[config.mk]
export PLATFORM = sky130hd
export DESIGN_NAME = sat_chan_sched
export DESIGN_NICKNAME = d
export VERILOG_FILES = /design/src/rtl/sat_chan_sched.sv
export SDC_FILE = /design/constraint.sdc
export NUM_CORES = 1
export LEC_CHECK = 0
export CAP_MARGIN = 20
export CORE_ASPECT_RATIO = 0.6
export CORE_MARGIN = 4
export CORE_UTILIZATION = 45
export DETAILED_ROUTE_END_ITERATION = 12
export GPL_TIMING_DRIVEN = 0
export PLACE_DENSITY = 0.68
export SETUP_SLACK_MARGIN = 0.05
export SYNTH_ARGS = -nofsm -noshare
export SYNTH_HDL_FRONTEND = slang
export SYNTH_SLANG_ARGS = --single-unit
[constraint.sdc]
create_clock -name clk -period 5.6 [get_ports clk]
set_input_delay 0.84 -clock clk [delete_from_list [all_inputs] [get_ports clk]]
set_output_delay 0.84 -clock clk [all_outputs]
set_load 0.01 [all_outputs]
[src/rtl/sat_chan_sched.sv]
// rtl/sat_chan_sched.sv - epoch-aligned configuration scheduler for sat_chan instances
//
// Purpose:
//   Collects per-channel configuration writes into shadow registers and copies
//   all shadows to the active outputs together at the next epoch boundary
//   after a commit. This keeps every channel retuning on the same epoch.
//
// Optional feature (macro SAT_CHAN_SCHED_FREQ_RAMP_EN):
//   Adds a signed per-channel rate. On each epoch boundary that is not an
//   apply, the rate is added to the active freq of every enabled channel,
//   wrapping modulo 2^32. Without the macro, field 3 is accepted and dropped.
//
// Ports:
//   clk          in   system clock
//   reset_n      in   asynchronous active-low reset
//   cfg_valid    in   config write request
//   cfg_ready    out  config write accept (low while an apply is imminent)
//   cfg_chan     in   target channel
//   cfg_field    in   0=freq 1=gain 2=enable 3=rate 4=commit 5..7 reserved
//   cfg_data     in   write data (gain uses [15:0], enable uses [0])
//   chan_enable  out  active enable per channel
//   chan_freq    out  active freq, channel i at [32i+31:32i]
//   chan_gain    out  active gain, channel i at [16i+15:16i]
//   epoch        out  one-cycle pulse per epoch
//   armed        out  commit pending
//   commit_done  out  one-cycle pulse when new active values appear

module sat_chan_sched #(
  parameter int NCHAN     = 4,
  parameter int EPOCH_DIV = 100000
) (
  input  logic                     clk,
  input  logic                     reset_n,
  input  logic                     cfg_valid,
  output logic                     cfg_ready,
  input  logic [$clog2(NCHAN)-1:0] cfg_chan,
  input  logic [2:0]               cfg_field,
  input  logic [31:0]              cfg_data,
  output logic [NCHAN-1:0]         chan_enable,
  output logic [NCHAN*32-1:0]      chan_freq,
  output logic [NCHAN*16-1:0]      chan_gain,
  output logic                     epoch,
  output logic                     armed,
  output logic                     commit_done
);

  localparam int SW = $clog2(NCHAN);
  localparam int CW = $clog2(EPOCH_DIV);
  localparam logic [CW-1:0] CNT_LAST = CW'(EPOCH_DIV - 1);

  localparam logic [2:0] F_FREQ   = 3'd0;
  localparam logic [2:0] F_GAIN   = 3'd1;
  localparam logic [2:0] F_ENABLE = 3'd2;
`ifdef SAT_CHAN_SCHED_FREQ_RAMP_EN
  localparam logic [2:0] F_RATE   = 3'd3;
`endif
  localparam logic [2:0] F_COMMIT = 3'd4;

  typedef enum logic [1:0] {
    S_IDLE  = 2'd0,
    S_ARMED = 2'd1,
    S_APPLY = 2'd2
  } state_e;

  state_e state_q;
  logic   armed_q;
  logic   done_q;
  logic   epoch_q;

  logic [CW-1:0] cnt_q, cnt_d;
  logic          epoch_tick;
  logic          cfg_fire;

  logic [NCHAN*32-1:0] sh_freq_q, sh_freq_d;
  logic [NCHAN*16-1:0] sh_gain_q, sh_gain_d;
  logic [NCHAN-1:0]    sh_en_q, sh_en_d;
  logic [NCHAN*32-1:0] act_freq_q, act_freq_d;
  logic [NCHAN*16-1:0] act_gain_q, act_gain_d;
  logic [NCHAN-1:0]    act_en_q, act_en_d;
`ifdef SAT_CHAN_SCHED_FREQ_RAMP_EN
  logic [NCHAN*32-1:0] sh_rate_q, sh_rate_d;
  logic [NCHAN*32-1:0] act_rate_q, act_rate_d;
`endif

  // Free-running epoch counter, independent of the FSM.
  assign epoch_tick = (cnt_q == CNT_LAST);
  assign cnt_d      = epoch_tick ? '0 : cnt_q + CW'(1);

  always_ff @(posedge clk or negedge reset_n) begin
    if (!reset_n) begin
      cnt_q <= '0;
    end else begin
      cnt_q <= cnt_d;
    end
  end

  // Writes are refused while the shadows are about to be (or are being)
  // copied, so a shadow update can never land half-in an apply.
  assign cfg_ready = !((state_q == S_APPLY) || ((state_q == S_ARMED) && epoch_tick));
  assign cfg_fire  = cfg_valid && cfg_ready;

  // Shadow register updates; cfg_chan values beyond NCHAN-1 match nothing.
  always_comb begin
    sh_freq_d = sh_freq_q;
    sh_gain_d = sh_gain_q;
    sh_en_d   = sh_en_q;
`ifdef SAT_CHAN_SCHED_FREQ_RAMP_EN
    sh_rate_d = sh_rate_q;
`endif
    if (cfg_fire) begin
      for (int i = 0; i < NCHAN; i++) begin
        if (cfg_chan == SW'(i)) begin
          case (cfg_field)
            F_FREQ:   sh_freq_d[i*32 +: 32] = cfg_data;
            F_GAIN:   sh_gain_d[i*16 +: 16] = cfg_data[15:0];
            F_ENABLE: sh_en_d[i]            = cfg_data[0];
`ifdef SAT_CHAN_SCHED_FREQ_RAMP_EN
            F_RATE:   sh_rate_d[i*32 +: 32] = cfg_data;
`endif
            default: ;
          endcase
        end
      end
    end
  end

  // Active registers: bulk copy in APPLY, otherwise optional per-epoch ramp.
  // The epoch that moves ARMED to APPLY is skipped by the ramp so the apply
  // epoch shows the raw shadow values.
  always_comb begin
    act_freq_d = act_freq_q;
    act_gain_d = act_gain_q;
    act_en_d   = act_en_q;
`ifdef SAT_CHAN_SCHED_FREQ_RAMP_EN
    act_rate_d = act_rate_q;
`endif
    if (state_q == S_APPLY) begin
      act_freq_d = sh_freq_q;
      act_gain_d = sh_gain_q;
      act_en_d   = sh_en_q;
`ifdef SAT_CHAN_SCHED_FREQ_RAMP_EN
      act_rate_d = sh_rate_q;
`endif
    end
`ifdef SAT_CHAN_SCHED_FREQ_RAMP_EN
    else if (epoch_tick && (state_q != S_ARMED)) begin
      for (int i = 0; i < NCHAN; i++) begin
        if (act_en_q[i]) begin
          act_freq_d[i*32 +: 32] = act_freq_q[i*32 +: 32] + act_rate_q[i*32 +: 32];
        end
      end
    end
`endif
  end

  always_ff @(posedge clk or negedge reset_n) begin
    if (!reset_n) begin
      sh_freq_q  <= '0;
      sh_gain_q  <= '0;
      sh_en_q    <= '0;
      act_freq_q <= '0;
      act_gain_q <= '0;
      act_en_q   <= '0;
`ifdef SAT_CHAN_SCHED_FREQ_RAMP_EN
      sh_rate_q  <= '0;
      act_rate_q <= '0;
`endif
    end else begin
      sh_freq_q  <= sh_freq_d;
      sh_gain_q  <= sh_gain_d;
      sh_en_q    <= sh_en_d;
      act_freq_q <= act_freq_d;
      act_gain_q <= act_gain_d;
      act_en_q   <= act_en_d;
`ifdef SAT_CHAN_SCHED_FREQ_RAMP_EN
      sh_rate_q  <= sh_rate_d;
      act_rate_q <= act_rate_d;
`endif
    end
  end

  // Commit FSM. A commit seen in IDLE on a tick cycle arms here, and the
  // tick it arrived with is already gone, so it applies one epoch later.
  always_ff @(posedge clk or negedge reset_n) begin
    if (!reset_n) begin
      state_q <= S_IDLE;
      armed_q <= 1'b0;
      done_q  <= 1'b0;
      epoch_q <= 1'b0;
    end else begin
      epoch_q <= epoch_tick;
      done_q  <= 1'b0;
      case (state_q)
        S_IDLE: begin
          if (cfg_fire && (cfg_field == F_COMMIT)) begin
            state_q <= S_ARMED;
            armed_q <= 1'b1;
          end
        end
        S_ARMED: begin
          if (epoch_tick) begin
            state_q <= S_APPLY;
            armed_q <= 1'b0;
          end
        end
        S_APPLY: begin
          state_q <= S_IDLE;
          done_q  <= 1'b1;
        end
        default: begin
          state_q <= S_IDLE;
          armed_q <= 1'b0;
        end
      endcase
    end
  end

  assign chan_enable = act_en_q;
  assign chan_freq   = act_freq_q;
  assign chan_gain   = act_gain_q;
  assign epoch       = epoch_q;
  assign armed       = armed_q;
  assign commit_done = done_q;

endmodule

==> results.json, run 1 <==
{
  "run_status": "finished, final reports clean",
  "crit_type": "reg2out",
  "synth_cell_types": 47,
  "yosys_warnings": 0,
  "syn_inst": 1394,
  "grt_pass1_wl_um": 66000,
  "crit_start": "state_q[0]",
  "hold_viol": 0,
  "clk_latency_ns": 0.54,
  "boundaryPins": 240,
  "drc": 0,
  "yosysSeqAreaShare": 0.650,
  "cp-start-kind": "flip-flop",
  "finalWirelength_um": 41800,
  "gp_congestion": 0.830,
  "synth_top_area_frac": 0.650,
  "detail_route.vias_per_cell": 5.17,
  "crit_path_end_kind": "primary output",
  "ant_nets": 0,
  "cpPeakStageDelay_ns": 0.55,
  "ys_seq_elements": 414,
  "hold_path.class": "in2async",
  "syn_area_per_cell_um2": 11.4,
  "grt_pass1_vias": 11400,
  "num_vias": 11200,
  "io_buffers": 238,
  "cts_hold_buf": 0,
  "fin_nets": 1717,
  "clock-skew-final_ns": 0.0249,
  "synth_flop_cell": "dfrtp_1",
  "crit_required_ns": 4.76,
  "syn_to_final_growth_pct": 27.0,
  "clockRootBuffer": "clkbuf_16",
  "firstDrtPassIters": 4,
  "leakage_nw": 9.99,
  "dieHeight_um": 154,
  "nFillCells": 2894,
  "power_density_nw_per_um2": 315,
  "cts_max_path_buffers": 3,
  "rsz0062_at_grt": "false",
  "wl_per_cell_um": 19.3,
  "crit_path_max_fanout": 10,
  "drive_above_1_share": 0.112,
  "synth-edff-count": 0,
  "min_period_ns": 3.84,
  "num_antenna_cells": 0,
  "setup_viol": 0,
  "path_clk_slew_ns": 0.06,
  "core_area_um2": 34900,
  "max_cap_viol_count": 0,
  "die-width_um": 251,
  "path_cells": "nand2b_1 -> buf_4 -> inv_2 -> buf_2 -> clkbuf_1 -> nor2_1 -> clkdlybuf4s50_1",
  "instances_no_fill": 2167,
  "dp.cells": 2102,
  "grt_usage": 0.217,
  "tns_ns": 0,
  "post-route-util": 0.579,
  "grt_overflow": 0,
  "maxSlewViolCount": 0,
  "crit_arrival_ns": 3.00,
  "yosysTopAreaCell": "dfrtp_1",
  "grt_max_degree": 123,
  "cts_tree": "built",
  "worst_slew_pin_slew_ns": 0.951,
  "relSlewSlack": 0.366,
  "post-dp-hpwl_um": 30000,
  "finalCritPeriodShare": 0.686,
  "max_freq_mhz": 260,
  "slowest_stage": "clkbuf_1",
  "synthArstFlopShare": 1.00,
  "antenna_found_initial": 0,
  "syn_area_um2": 15900,
  "synth_fp_nets": 1435,
  "htree_levels": 2,
  "cts_made_buffers": 39,
  "r2r-start": "state_q[0]",
  "cts_setup_buffers": 0,
  "dieArea_um2": 38600,
  "row_count": 53,
  "ir_worst_vdd_mv": 0.225,
  "start_util": 0.456,
  "synthTopCellsByArea": "dfrtp_1 65%, nand2_1 14%, mux2_2 4.8%",
  "drt_iter0_drc": 766,
  "clock_sinks": 414,
  "cts_resized": 0
}
flip-flops by register name, indices dropped and copies added (netlist names):
register / cells
chan_freq: 128
sh_freq_q: 128
chan_gain: 64
sh_gain_q: 64
cnt_q: 17
chan_enable: 4
sh_en_q: 4
state_q: 2
armed: 1
commit_done: 1
epoch: 1
cell usage after synthesis, types with 2 or more instances:
master / count
nor3_1: 5
and4bb_2: 2
buf_2: 21
a31oi_2: 2
nand4_1: 7
buf_6: 13
nand2_1: 613
o2111ai_1: 3
mux2_1: 64
nor4_1: 6
nor3_2: 2
o31ai_2: 4
a21oi_1: 3
mux2_2: 68
o2111ai_4: 3
dfrtp_1: 414
or3_1: 3
nand2b_1: 4
nand3_1: 7
buf_4: 4
nor2b_1: 3
xor2_1: 3
o21ai_0: 3
o2bb2ai_1: 64
buf_1: 3
clkbuf_1: 30
nor2_1: 12
xnor2_1: 9
logic make-up (layout without fill, tap and decap cells):
logic type | after synthesis | after routing | synth area share
AO/OA/AOI/OAI | 87 | 87 | 0.0528
XOR/XNOR | 12 | 12 | 0.00659
adder cells (fa/ha/maj) | 1 | 1 | 0.000785
buffers and inverters | 73 | 379 | 0.0259
flip-flops | 414 | 414 | 0.650
multiplexers | 132 | 132 | 0.0932
AND/OR/NAND/NOR | 675 | 675 | 0.171
metrics by stage:
stage	total power, mW	setup WS [ns]	instance area [um^2]	hold slack (ns)
CTS	6.46	1.71	20300	0.293
global placement	3.81	-14.17	18900	0.443
floorplan	3.65	3.23	15900	0.433
global route	6.65	1.57	20300	0.320
detailed placement	3.84	2.29	19000	0.444
finish	6.39	1.76	20300	0.278
layout by cell type (no fill, tap or decap), types with 4 or more instances in the layout:
| cell type | n |
|---|---|
| buf_2 | 21 |
| buf_4 | 4 |
| buf_6 | 13 |
| clkbuf_1 | 36 |
| clkbuf_16 | 41 |
| clkbuf_8 | 11 |
| clkdlybuf4s50_1 | 237 |
| clkinv_2 | 5 |
| dfrtp_1 | 414 |
| mux2_1 | 64 |
| mux2_2 | 68 |
| nand2_1 | 613 |
| nand2b_1 | 4 |
| nand3_1 | 7 |
| nand4_1 | 7 |
| nor2_1 | 12 |
| nor3_1 | 5 |
| nor4_1 | 6 |
| o2bb2ai_1 | 64 |
| o31ai_2 | 4 |
| xnor2_1 | 9 |
layout make-up:
type                            instances  area, um^2  share of cell area
Clock inverter                          7        53.8             0.00266
Tap cell                              467         584              0.0289
Inverter                                2        7.51            0.000371
Clock buffer                           58        1200              0.0593
Timing Repair Buffer                  241        2470               0.122
Multi-Input combinational cell        907        5170               0.255
Buffer                                 71         405              0.0200
Sequential cell                       414       10400               0.512
critical path, delay by kind of cell, from the launching register on:
kind | cells | cell delay (ns)
buffers and inverters | 5 | 1.74
DFF | 1 | 0.44
and+or+nand+nor | 2 | 0.29
final timing paths:
path,end,slack (ns),depth (start not counted)
worst min register to register,chan_freq[120],0.45,2
worst max-delay path,cfg_ready,1.76,7
worst max register to register,chan_freq[104],3.04,8
min in group clk,chan_freq[120],0.45,2
max in group asynchronous,cnt_q[3],3.81,3
worst min-delay path,sh_gain_q[25],0.28,1
report_power, final:
part | total [mW] | switching (mW) | internal (mW)
Combinational | 0.385 | 0.171 | 0.214
Sequential | 3.40 | 0.141 | 3.26
Clock | 2.60 | 1.12 | 1.48
Total | 6.39 | 1.43 | 4.96
per-layer routing:
layer	wire length (um)	vias to the layer above	track usage	part of all wire
met4	959	0	0.0560	0.023
met1	19600	5710	0.321	0.47
met5	0	-	0	0
li1	-	5150	-	-
met2	18400	280	0.326	0.44
met3	2790	65	0.0527	0.067
Power figures use the tool's default switching activity.
==> inputs of run 2 (changes only) <==
- clock period: 5.6 -> 4.02 ns (I/O delays scaled with it)
==> results of run 2 <==
The final DEF is identical to that of run 1. Status: finished, final reports clean.
Among the figures that moved: setup slack after placement 2.29 ns -> 0.948 ns; setup slack after layout 1.76 ns -> 0.418 ns; hold slack 0.278 ns -> 0.0414 ns; register-to-register setup slack 3.04 ns -> 1.46 ns; total power 6.39 mW -> 8.90 mW; worst IR drop on VDD 0.225 mV -> 0.313 mV
